`src/rtl/stopwatch_counter.sv`:
```
// Stopwatch datapath: prescaled 0..MAX_VAL up/down counter driven by the control
// FSM's command, plus a sequential double-dabble converter feeding the display.
module stopwatch_counter #(
  parameter int TICK_DIV = 1000000,
  parameter int MAX_VAL  = 9999
) (
  input  logic        CLK,
  input  logic        reset,
  input  logic [2:0]  cmd,
  input  logic [13:0] ext_val,
  output logic [13:0] count,
  output logic        tick,
  output logic [15:0] bcd,
  output logic        bcd_valid,
  output logic [1:0]  dbg_state
);

  localparam int PRE_W = $clog2(TICK_DIV);
  localparam logic [PRE_W-1:0] PRE_LAST = PRE_W'(TICK_DIV - 1);
  localparam logic [13:0] MAX_C = 14'(MAX_VAL);

  localparam logic [2:0] CMD_INC       = 3'd1;
  localparam logic [2:0] CMD_DEC       = 3'd2;
  localparam logic [2:0] CMD_LOAD_0    = 3'd3;
  localparam logic [2:0] CMD_LOAD_9999 = 3'd4;
  localparam logic [2:0] CMD_LOAD_EXT  = 3'd5;

  typedef enum logic [1:0] {
    S_IDLE  = 2'd0,
    S_SHIFT = 2'd1,
    S_LATCH = 2'd2
  } conv_state_e;

  logic [PRE_W-1:0] pre_q, pre_d;
  logic [13:0]      count_q, count_d;
  logic             tick_q, tick_d;
  logic             wrap;

  conv_state_e      state_q;
  logic [13:0]      last_q;
  logic [13:0]      bin_q;
  logic [15:0]      dig_q;
  logic [14:0]      dig_adj;
  logic [3:0]       shift_cnt_q;
  logic [15:0]      bcd_q;
  logic             bcd_valid_q;

  assign wrap = (pre_q == PRE_LAST);

  // Steps happen only on a prescaler wrap; loads bypass the prescaler and restart it.
  always_comb begin
    pre_d   = pre_q;
    count_d = count_q;
    tick_d  = 1'b0;
    case (cmd)
      CMD_INC: begin
        if (wrap) begin
          pre_d  = '0;
          tick_d = 1'b1;
          if (count_q < MAX_C) count_d = count_q + 14'd1;
        end else begin
          pre_d = pre_q + 1'b1;
        end
      end
      CMD_DEC: begin
        if (wrap) begin
          pre_d  = '0;
          tick_d = 1'b1;
          if (count_q != 14'd0) count_d = count_q - 14'd1;
        end else begin
          pre_d = pre_q + 1'b1;
        end
      end
      CMD_LOAD_0: begin
        pre_d   = '0;
        count_d = 14'd0;
      end
      CMD_LOAD_9999: begin
        pre_d   = '0;
        count_d = MAX_C;
      end
      CMD_LOAD_EXT: begin
        pre_d   = '0;
        count_d = (ext_val > MAX_C) ? MAX_C : ext_val;
      end
      default: ;
    endcase
  end

  always_ff @(posedge CLK) begin
    if (reset) begin
      pre_q   <= '0;
      count_q <= 14'd0;
      tick_q  <= 1'b0;
    end else begin
      pre_q   <= pre_d;
      count_q <= count_d;
      tick_q  <= tick_d;
    end
  end

  // Add-3 on the lower three digits; the thousands digit never reaches 5 before
  // a shift because the count is clamped to four decimal digits.
  always_comb begin
    dig_adj = dig_q[14:0];
    for (int i = 0; i < 3; i++) begin
      if (dig_q[4*i +: 4] >= 4'd5) dig_adj[4*i +: 4] = dig_q[4*i +: 4] + 4'd3;
    end
  end

  always_ff @(posedge CLK) begin
    if (reset) begin
      state_q     <= S_IDLE;
      last_q      <= 14'd0;
      bin_q       <= 14'd0;
      dig_q       <= 16'd0;
      shift_cnt_q <= 4'd0;
      bcd_q       <= 16'h0000;
      bcd_valid_q <= 1'b1;
    end else begin
      case (state_q)
        S_IDLE: begin
          if (count_q != last_q) begin
            last_q      <= count_q;
            bin_q       <= count_q;
            dig_q       <= 16'd0;
            shift_cnt_q <= 4'd0;
            bcd_valid_q <= 1'b0;
            state_q     <= S_SHIFT;
          end
        end
        S_SHIFT: begin
          dig_q       <= {dig_adj, bin_q[13]};
          bin_q       <= {bin_q[12:0], 1'b0};
          shift_cnt_q <= shift_cnt_q + 4'd1;
          if (shift_cnt_q == 4'd13) state_q <= S_LATCH;
        end
        S_LATCH: begin
          bcd_q       <= dig_q;
          bcd_valid_q <= (count_q == last_q);
          state_q     <= S_IDLE;
        end
        default: state_q <= S_IDLE;
      endcase
    end
  end

  assign count     = count_q;
  assign tick      = tick_q;
  assign bcd       = bcd_q;
  assign bcd_valid = bcd_valid_q;
  assign dbg_state = state_q;

endmodule

```
`config.mk`:
```
export PLATFORM = sky130hd
export DESIGN_NAME = stopwatch_counter
export DESIGN_NICKNAME = d
export VERILOG_FILES = /design/src/rtl/stopwatch_counter.sv
export SDC_FILE = /design/constraint.sdc
export NUM_CORES = 1
export LEC_CHECK = 0
export ABC_AREA = 1
export ABC_CLOCK_PERIOD_IN_PS = 5500
export BUFFER_PORTS_ARGS = -buffer_cell sky130_fd_sc_hd__clkbuf_2
export CAP_MARGIN = 20
export CORE_MARGIN = 1
export CORE_UTILIZATION = 65
export DETAILED_ROUTE_END_ITERATION = 16
export GPL_TIMING_DRIVEN = 0
export PLACE_DENSITY = 0.86
export SLEW_MARGIN = 20
export SYNTH_ARGS = -nofsm -noshare
export SYNTH_HDL_FRONTEND = slang
export SYNTH_SLANG_ARGS = --single-unit
export TNS_END_PERCENT = 5
```
`constraint.sdc`:
```
create_clock -name CLK -period 5.5 [get_ports CLK]
set_input_delay 0.55 -clock CLK [delete_from_list [all_inputs] [get_ports CLK]]
set_output_delay 0.55 -clock CLK [all_outputs]
set_load 0.02 [all_outputs]
```
### After elaboration in Yosys (flattened, before gate mapping)

Index checks and enable logic that the tools add are counted.

* add/sub/neg operators: 7
* multiply operators: 0
* div/mod/pow operators: 0
* $lt $le $gt $ge: 5
* equal/unequal tests: 17
* shifts and indexed selects: 0
* mux-type cells: 23
* bitwise gates (word level): 1
* reductions and logical operators: 14

Operators with widths (number)
* 14-bit two-way mux: 6
* 14-bit one-hot mux with 5 select lines: 1
* 20-bit one-hot mux with 2 select lines: 1
* 16-bit one-hot mux with 2 select lines: 1
* 14-bit one-hot mux with 2 select lines: 1
* 20-bit by 1-bit adder with 20-bit output (second input constant): 1
* 20-bit equality test (second input constant): 1
* 20-bit two-way mux: 1
* 16-bit two-way mux: 1
* 4-bit two-way mux: 4
* 14-bit by 1-bit adder with 14-bit output (second input constant): 1
* 14-bit equality test: 1
* 14-bit greater-than comparator (second input constant): 1
* 14-bit < comparator (second input constant): 1
* 14-bit inequality test: 1
* 14-bit nonzero test: 1
* 14-bit by 1-bit subtractor with 14-bit output (second input constant): 1
* 4-bit by 2-bit adder with 4-bit output (second input constant): 3
* 4-bit by 3-bit >= comparator with 1-bit output (second input constant): 3
* 2-bit inequality test (second input constant): 6
* 4-bit one-hot mux with 2 select lines: 1
* 2-bit AND reduction: 4
* 3-bit by 2-bit equality test with 1-bit output (second input constant): 2
* 3-bit equality test (second input constant): 2
* 16 further kinds: 21

* flip-flop bits (word level): 102
* bits in latches: 0
* RAM bits: 0
* ROM bits: 0
* input port bits: 19
* output and inout bits: 34
* logic and storage cells: 77
* memories kept: 0

### Depth between registers and ports, before layout

Gate-level depths: netlist of run 1.

* depth in word-level cells: 4
* depth in mapped cells: 15

### Least setup slack after synthesis of run 1

Ideal clock, no wire load.

* path kind: input -> register
* start point: in cmd[0]
* end point: reg count_q[6], in the netlist count[6]
* setup time: 0.064 ns
* arrival time: 2.112 ns
* path slack: 3.324 ns
* stages on the path: 13
* path buffers: 0
* cell sequence: inv_2 -> nand3_2 -> inv_1 -> ha_1 -> nand2_1 -> inv_1 -> nand2_1 -> nand2_1 -> o21ai_0 -> nand2_1 -> o21ai_0 -> nor2_1 -> nor2_1

* cells in the longest elaborated chain, start to end: 3
* elaborated cells on any way between the ends: 12
* those cells by class: eq/ne: 9; mux: 1; reduce/logical: 2

Ends and longest elaborated chain
* start: declaration: line 9 `input logic [2:0] cmd,`
* 3-bit by 2-bit equality test with 1-bit output, or another cell as far along: line 55 `case (cmd)`
* 5-bit nonzero test (no line) / 2-bit inequality test (equally long branches)
* 5-bit AND reduction (no line)
* end signal: assignment: line 97 `count_q <= count_d;`
* end: declaration: line 35 `logic [13:0] count_q, count_d;`

Parallel ways exist; a longest one is shown, timed or not.
A chain may end at the register's enable or synchronous reset.

### Worst setup path in the final report of run 1

Same ends and word-level chain as after synthesis.

==> results of run 1 <==
[state kept, by name, indices dropped and copies added, names as in the netlist]
register and count:
bcd 16, bcd_valid 1, bin_q 14, count 14, dbg_state 2, dig_q 16
last_q 14, pre_q 20, shift_cnt_q 4, tick 1
[area by class of cell]
type                       instances  area [sq um]
multi-input combinational        694          3460
fill                             793          2460
sequential                       102          2040
inverter                         104           390
timing repair buffer              52           260
buffer                            32           214
clock buffer                      11           141
tap                              111           139
clock inverter                     5          41.3
[cells in the final DEF (no fill, tap or decap), types with 8 or more instances in the layout]
master,Yosys,layout
nand2_1,262,262
nor2_1,120,120
dfxtp_1,102,102
inv_1,86,86
a21oi_1,79,79
nand3_1,71,71
clkbuf_2,0,52
o21ai_0,48,48
ha_1,21,21
nand4_1,19,19
inv_2,17,17
clkbuf_1,12,13
buf_6,10,10
clkbuf_8,0,10
nor3_1,8,8
xor2_1,8,8
[routing by layer]
| layer | GRT usage (%) | vias to the layer above | share of wire [%] |
|---|---|---|---|
| met2 | 49.4 | 179 | 46 |
| li1 | - | 3128 | - |
| met5 | 0 | - | 0 |
| met1 | 42.1 | 2721 | 47 |
| met3 | 3.76 | 20 | 6.2 |
| met4 | 7.92 | 0 | 1.5 |
[worst paths after layout]
check	depth (start not counted)	slack [ns]	end
setup / recovery	14	3.06	count[6]$_SDFFE_PP0P_
hold reg to reg	1	0.48	shift_cnt_q[3]$_SDFFE_PP0P_
setup reg to reg	10	3.58	count[6]$_SDFFE_PP0P_
hold / removal	1	0.48	shift_cnt_q[3]$_SDFFE_PP0P_
[report_power, final]
group	internal [W]	switching, W	total, W
Clock	0.000181	0.000262	0.000444
Sequential	0.000770	0.0000406	0.000810
Combinational	0.000132	0.000246	0.000377
[cell families (layout without fill, tap and decap cells)]
family	count (synthesis)	in the layout	synth area share, %
AOI/OAI and AO/OA	142	142	12.6
xor gates and xnor gates	10	10	1.43
adders and majority gates	22	22	4.63
buffers and inverters	136	204	9.90
DFF	102	102	33.4
and+or+nand+nor	520	520	38.0
[worst max-delay path: cells and delay by family]
| family | cells | cell delay (ns) |
|---|---|---|
| and+or+nand+nor | 7 | 0.68 |
| buffers and inverters | 4 | 0.69 |
| AOI/OAI and AO/OA | 2 | 0.43 |
| adders and majority gates | 1 | 0.38 |
[through the flow]
stage                     setup WS (ns)  std cells  utilization, %
after CTS                          3.08       1111            73.1
final                              3.06       1111            73.1
after detailed placement           2.72       1095            71.1
after global placement             2.72       1095            71.1
after floorplan                    3.32        932               -
after global routing               2.80       1111            73.1
==> impl_metrics.ini, run 1 <==
[placement]
io_buffers = 52
dp_hpwl_mm = 11.1
gp_congestion = 0.933
dpl-instance-area_sq_um = 6500

[timing]
timing.final.crit_share_pct = 44.3
tns_ns = 0
timing.hold.ws_ns = 0.482
slew_viol_final = 0
setup_viol = 0
period_minus_slack_ns = 2.44
clock_skew_ns = 0.0220
tightestPinTransition_ns = 0.527
timing.final.hold_violations = 0
relSlewSlack_pct = 64.9
rsz0062_at_grt = no
clock.fmax_mhz = 411

[critical_path]
slowest_stage = inv_1
critPathKind = in -> reg
cp_max_fo = 14
worstReg2RegStart = count[4]$_SDFFE_PP0P_
crit_path_start = cmd[0]
arrival_ns = 2.73
end_kind = register
cpPeakStageDelay_ns = 0.40
start_kind = input pin
cp.required_ns = 5.79
path_common_cell = nand2_1
crit_chain = clkbuf_2 > inv_2 > nand3_2 > inv_1 > ha_1 > nand2_1 > inv_1 > nand2_1 > nand2_1 > o21ai_0 > nand2_1 > o21ai_0 > nor2_1 > nor2_1

[detailed_routing]
routed_wl_mm = 14.3
num_vias = 6048
drtIter0Drc = 293
drc = 0
routedWlPerCell_um = 12.9
viasPerCell = 5.44
detail-route-antenna-nets = 0
firstDrtPassIters = 6

[grt]
grt_usage_pct = 30.2
grt_overflow = 0
grt_max_degree = 18
antenna_found_initial = 0
grt_pass1_vias = 5222
grt_first_pass_wirelength_mm = 24.1

[final_layout]
diodes = 0
syn_to_final_growth_pct = 9.53
stdcell_area_sq_um = 6690
fin_nets = 1036
drive_above_1_share_pct = 14.0

[synth]
ys_warn_count = 0
yosysTopAreaCell = dfxtp_1
synth_area_sq_um = 6110
synthTopCellsByCount = 262 x nand2_1, 120 x nor2_1, 102 x dfxtp_1, 86 x inv_1, 79 x a21oi_1
async_flop_share_pct = 0
seq_area_frac_synth_pct = 33.4
yosysMostFrequentCell = nand2_1
synth_ff_type = dfxtp_1
synth-edff-count = 0
yosys_register_bits = 102
syn_nets = 973
synth_top_area_share_pct = 33.4
ys_types = 45
syn_avg_cell_area_sq_um = 6.55
synth_area_leaders = dfxtp_1 33%, nand2_1 16%, nor2_1 7.4%
syn_inst = 932

[floorplan]
start_util_pct = 66.7
core_area_sq_um = 9150
pin_count = 53
die_h_um = 98.9
dieWidth_um = 98.9
die_area_sq_um = 9790
rows = 35

[flow_run]
drv_cap = 0

[pwr]
power_density_nw_per_um2 = 244
total_power_w = 0.00163
power_leakage_nw = 2.93
peakVddDrop_uv = 155

[clocking]
hold_buffers = 0
clkLatencyLatePin_ns = 0.37
cts_tree = yes
clk_pin_slew_worst_paths_ns = 0.09
cts_max_level = 3
numCtsBuffers = 9
clkSinkCount = 102
clock_tree.root_cell = clkbuf_8
cts_setup_buffers = 0
cts_buffer_depth = 2
cts_resized = 0

[status]
outcome = completed

[hold_path]
worst_hold_path_type = reg -> reg
hold_start = shift_cnt_q[3]$_SDFFE_PP0P_
Note: power is estimated with default switching activity, not from simulation.
==> run 2: changes to the inputs <==
--- a/config.mk
+++ b/config.mk
@@ -5,15 +5,15 @@
 export SDC_FILE = /design/constraint.sdc
 export NUM_CORES = 1
 export LEC_CHECK = 0
-export ABC_AREA = 1
-export ABC_CLOCK_PERIOD_IN_PS = 5500
+export ABC_AREA = 0
+export ABC_CLOCK_PERIOD_IN_PS = 2500
 export BUFFER_PORTS_ARGS = -buffer_cell sky130_fd_sc_hd__clkbuf_2
 export CAP_MARGIN = 20
 export CORE_MARGIN = 1
-export CORE_UTILIZATION = 65
+export CORE_UTILIZATION = 59
 export DETAILED_ROUTE_END_ITERATION = 16
 export GPL_TIMING_DRIVEN = 0
-export PLACE_DENSITY = 0.86
+export PLACE_DENSITY = 0.8
 export SLEW_MARGIN = 20
 export SYNTH_ARGS = -nofsm -noshare
 export SYNTH_HDL_FRONTEND = slang
==> constraint.sdc (replaced) <==
create_clock -name CLK -period 2.5 [get_ports CLK]
set_input_delay 0.25 -clock CLK [delete_from_list [all_inputs] [get_ports CLK]]
set_output_delay 0.25 -clock CLK [all_outputs]
set_load 0.02 [all_outputs]
==> run 2 against run 1 <==
Compared with the run above:
- the flow now finishes with violations (negative setup slack)
- sequential power rose by 120%
- first-iteration DRC count down 11%
- utilization decreased by 2.2 points
- register-to-register slack lost 3.6 ns
- critical endpoint is now count[13]$_SDFFE_PP0P_
- clock power up 120%
- die area down 5.8%
- count of clock-buffer cells in the layout is 1 lower
- global-route usage up 0.38 points
- synthesized area decreased by 15%
==> impl_metrics.ini, run 2 <==
[pwr]
power_leakage_nw = 2.21
power_density_nw_per_um2 = 577
peakVddDrop_uv = 249

[critical_path]
slowest_stage = or4_1
critPathKind = reg -> reg
start_kind = register
cp.required_ns = 2.76
end_kind = register
ff2ff_setup_slack_ns = -0.06
reg2reg_depth = 5
r2r-end = count[13]$_SDFFE_PP0P_
arrival_ns = 2.82
cpPeakStageDelay_ns = 0.52
cp_max_fo = 9
crit_chain = or4_1 > or4_4 > o31ai_4 > nand4_4 > o41a_1
worstReg2RegStart = pre_q[7]$_SDFFE_PP0P_

[final_layout]
largest_reg_flops = 20
stdcell_area_sq_um = 5940
final_core_util_pct = 70.9
fin_nets = 757
syn_to_final_growth_pct = 13.9
final_common_cell = nand2_1
diodes = 0
drive_above_1_share_pct = 15.1
final_cell_mix = 116 x nand2_1, 100 x dfxtp_1, 68 x a21oi_1
top_register = pre_q

[hold_path]
hold_start = reset
min_path_cells = 3
worst_hold_path_type = in -> reg
hold_end = tick$_SDFF_PP0_

[timing]
rsz0062_at_grt = yes
timing.hold.ws_ns = 0.175
timing.final.crit_share_pct = 103
layout_setup_ws_ns = -0.0626
period_minus_slack_ns = 2.56
timing.final.hold_violations = 0
clock_skew_ns = 0.0125
setup_viol = 9
tightestPinTransition_ns = 0.732
clock.fmax_mhz = 390
relSlewSlack_pct = 51.2
slew_viol_final = 0

[clocking]
cts_tree = yes
hold_buffers = 0
numCtsBuffers = 9
clk_pin_slew_worst_paths_ns = 0.10
cts_max_level = 3
clock_tree.root_cell = clkbuf_8
clkSinkCount = 102
cts_buffer_depth = 2
clkLatencyLatePin_ns = 0.37

[grt]
grt_max_degree = 19
grt_first_pass_wirelength_mm = 21.8
grt_usage_pct = 30.6
antenna_found_initial = 0
grt_pass1_vias = 4628
grt_overflow = 0

[detailed_routing]
drc = 0
detail-route-antenna-nets = 0
firstDrtPassIters = 5
viasPerCell = 6.09
routed_wl_mm = 13.3
routedWlPerCell_um = 16.1
num_vias = 5028
drtIter0Drc = 262

[floorplan]
dieWidth_um = 96.0
rows = 33
die_h_um = 96.0
pin_count = 53
start_util_pct = 62.2
core_area_sq_um = 8380
die_area_sq_um = 9220

[placement]
dpl-instance-area_sq_um = 5670
gp_congestion = 0.908
dp_hpwl_mm = 9.62
io_buffers = 50
pre_cts_ws_ns = -0.440

[synth]
ys_types = 59
yosysTopAreaCell = dfxtp_1
synth_ff_type = dfxtp_1
yosys_register_bits = 102
seq_area_frac_synth_pct = 39.2
yosysMostFrequentCell = nand2_1
syn_nets = 691
syn_avg_cell_area_sq_um = 8.02
ys_warn_count = 0
synth_top_area_share_pct = 39.2
async_flop_share_pct = 0
synthTopCellsByCount = 116 x nand2_1, 102 x dfxtp_1, 69 x a21oi_1, 43 x nor2_1, 39 x nand3_1
synth_area_sq_um = 5220
synth-edff-count = 0
synth_area_leaders = dfxtp_1 39%, nand2_1 8.3%, a21oi_1 6.6%
syn_inst = 650

[flow_run]
drv_cap = 0

[status]
violations = negative setup slack
outcome = finished, violations left
run 2: cell types whose count changed after synthesis, sizes merged, moves of 10 or more:
| cell | change |
|---|---|
| o21ai | -25 |
| nand2 | -156 |
| buf | -14 |
| nor2 | -84 |
| a21oi | -11 |
| inv | -92 |
| nand3 | -37 |
| xor2 | +10 |
| clkbuf | +19 |
| or3 | +14 |
| xnor2 | +20 |
| a31oi | +24 |
run 2: how the worst max path moves through the flow:
stage                            from                endpoint  slack (ns)
3_5_place_dp                   cmd[2]   count[9]$_SDFFE_PP0P_       -0.44
5_1_grt         pre_q[7]$_SDFFE_PP0P_  count[11]$_SDFFE_PP0P_       -0.13
2_1_floorplan                  cmd[0]  count[13]$_SDFFE_PP0P_       -0.09
4_1_cts        count[10]$_SDFFE_PP0P_  bin_q[11]$_SDFFE_PP0P_       0.001
3_3_place_gp                   cmd[0]   count[9]$_SDFFE_PP0P_       -0.43
6_report        pre_q[7]$_SDFFE_PP0P_  count[13]$_SDFFE_PP0P_       -0.06
run 2: through the flow:
step	total power, W	TNS (ns)	instances
after CTS	0.00342	0	826
after floorplan	0.00224	-0.240	650
final	0.00343	-0.270	826
after detailed placement	0.00245	-7.86	805
after global placement	0.00243	-7.05	805
after global routing	0.00358	-1.00	826
run 2: critical path, delay by kind of cell (launching register included):
kind               cells  cell delay (ns)
DFF                    1             0.35
and+or+nand+nor        3             1.24
AOI/OAI and AO/OA      2             0.87
run 2: layout make-up:
| type | count | area, sq um |
|---|---|---|
| clock inverter | 6 | 53.8 |
| sequential | 102 | 2040 |
| fill | 695 | 2440 |
| multi-input combinational | 499 | 3030 |
| timing repair buffer | 56 | 293 |
| inverter | 11 | 41.3 |
| tap | 105 | 131 |
| buffer | 37 | 223 |
| clock buffer | 10 | 128 |
run 2: timing repair:
item,CTS,global route
gates cloned,0,1
resized for setup,6,10
setup buffers,5,0
pin swaps,2,6
endpoints found under the setup margin,63,68
run 2: kinds of logic (layout without fill, tap and decap cells):
group	count (synthesis)	in the layout	synth area share, %
buffers and inverters	49	120	4.61
AND/OR/NAND/NOR	279	279	25.6
flip-flops	102	102	39.2
adder cells (fa/ha/maj)	22	22	5.42
XOR/XNOR	40	40	6.72
AO/OA/AOI/OAI	158	158	18.5
run 2: per-layer routing:
metal	GRT usage, %	wire length [um]
met5	0	0
met3	6.48	846
met1	38.7	5790
met4	11.1	292
met2	51.1	6390
run 2: where the power goes:
group,total (W),switching (W),internal [W]
combinational,0.000674,0.000437,0.000237
clock,0.000979,0.000597,0.000382
sequential,0.00178,0.0000883,0.00169
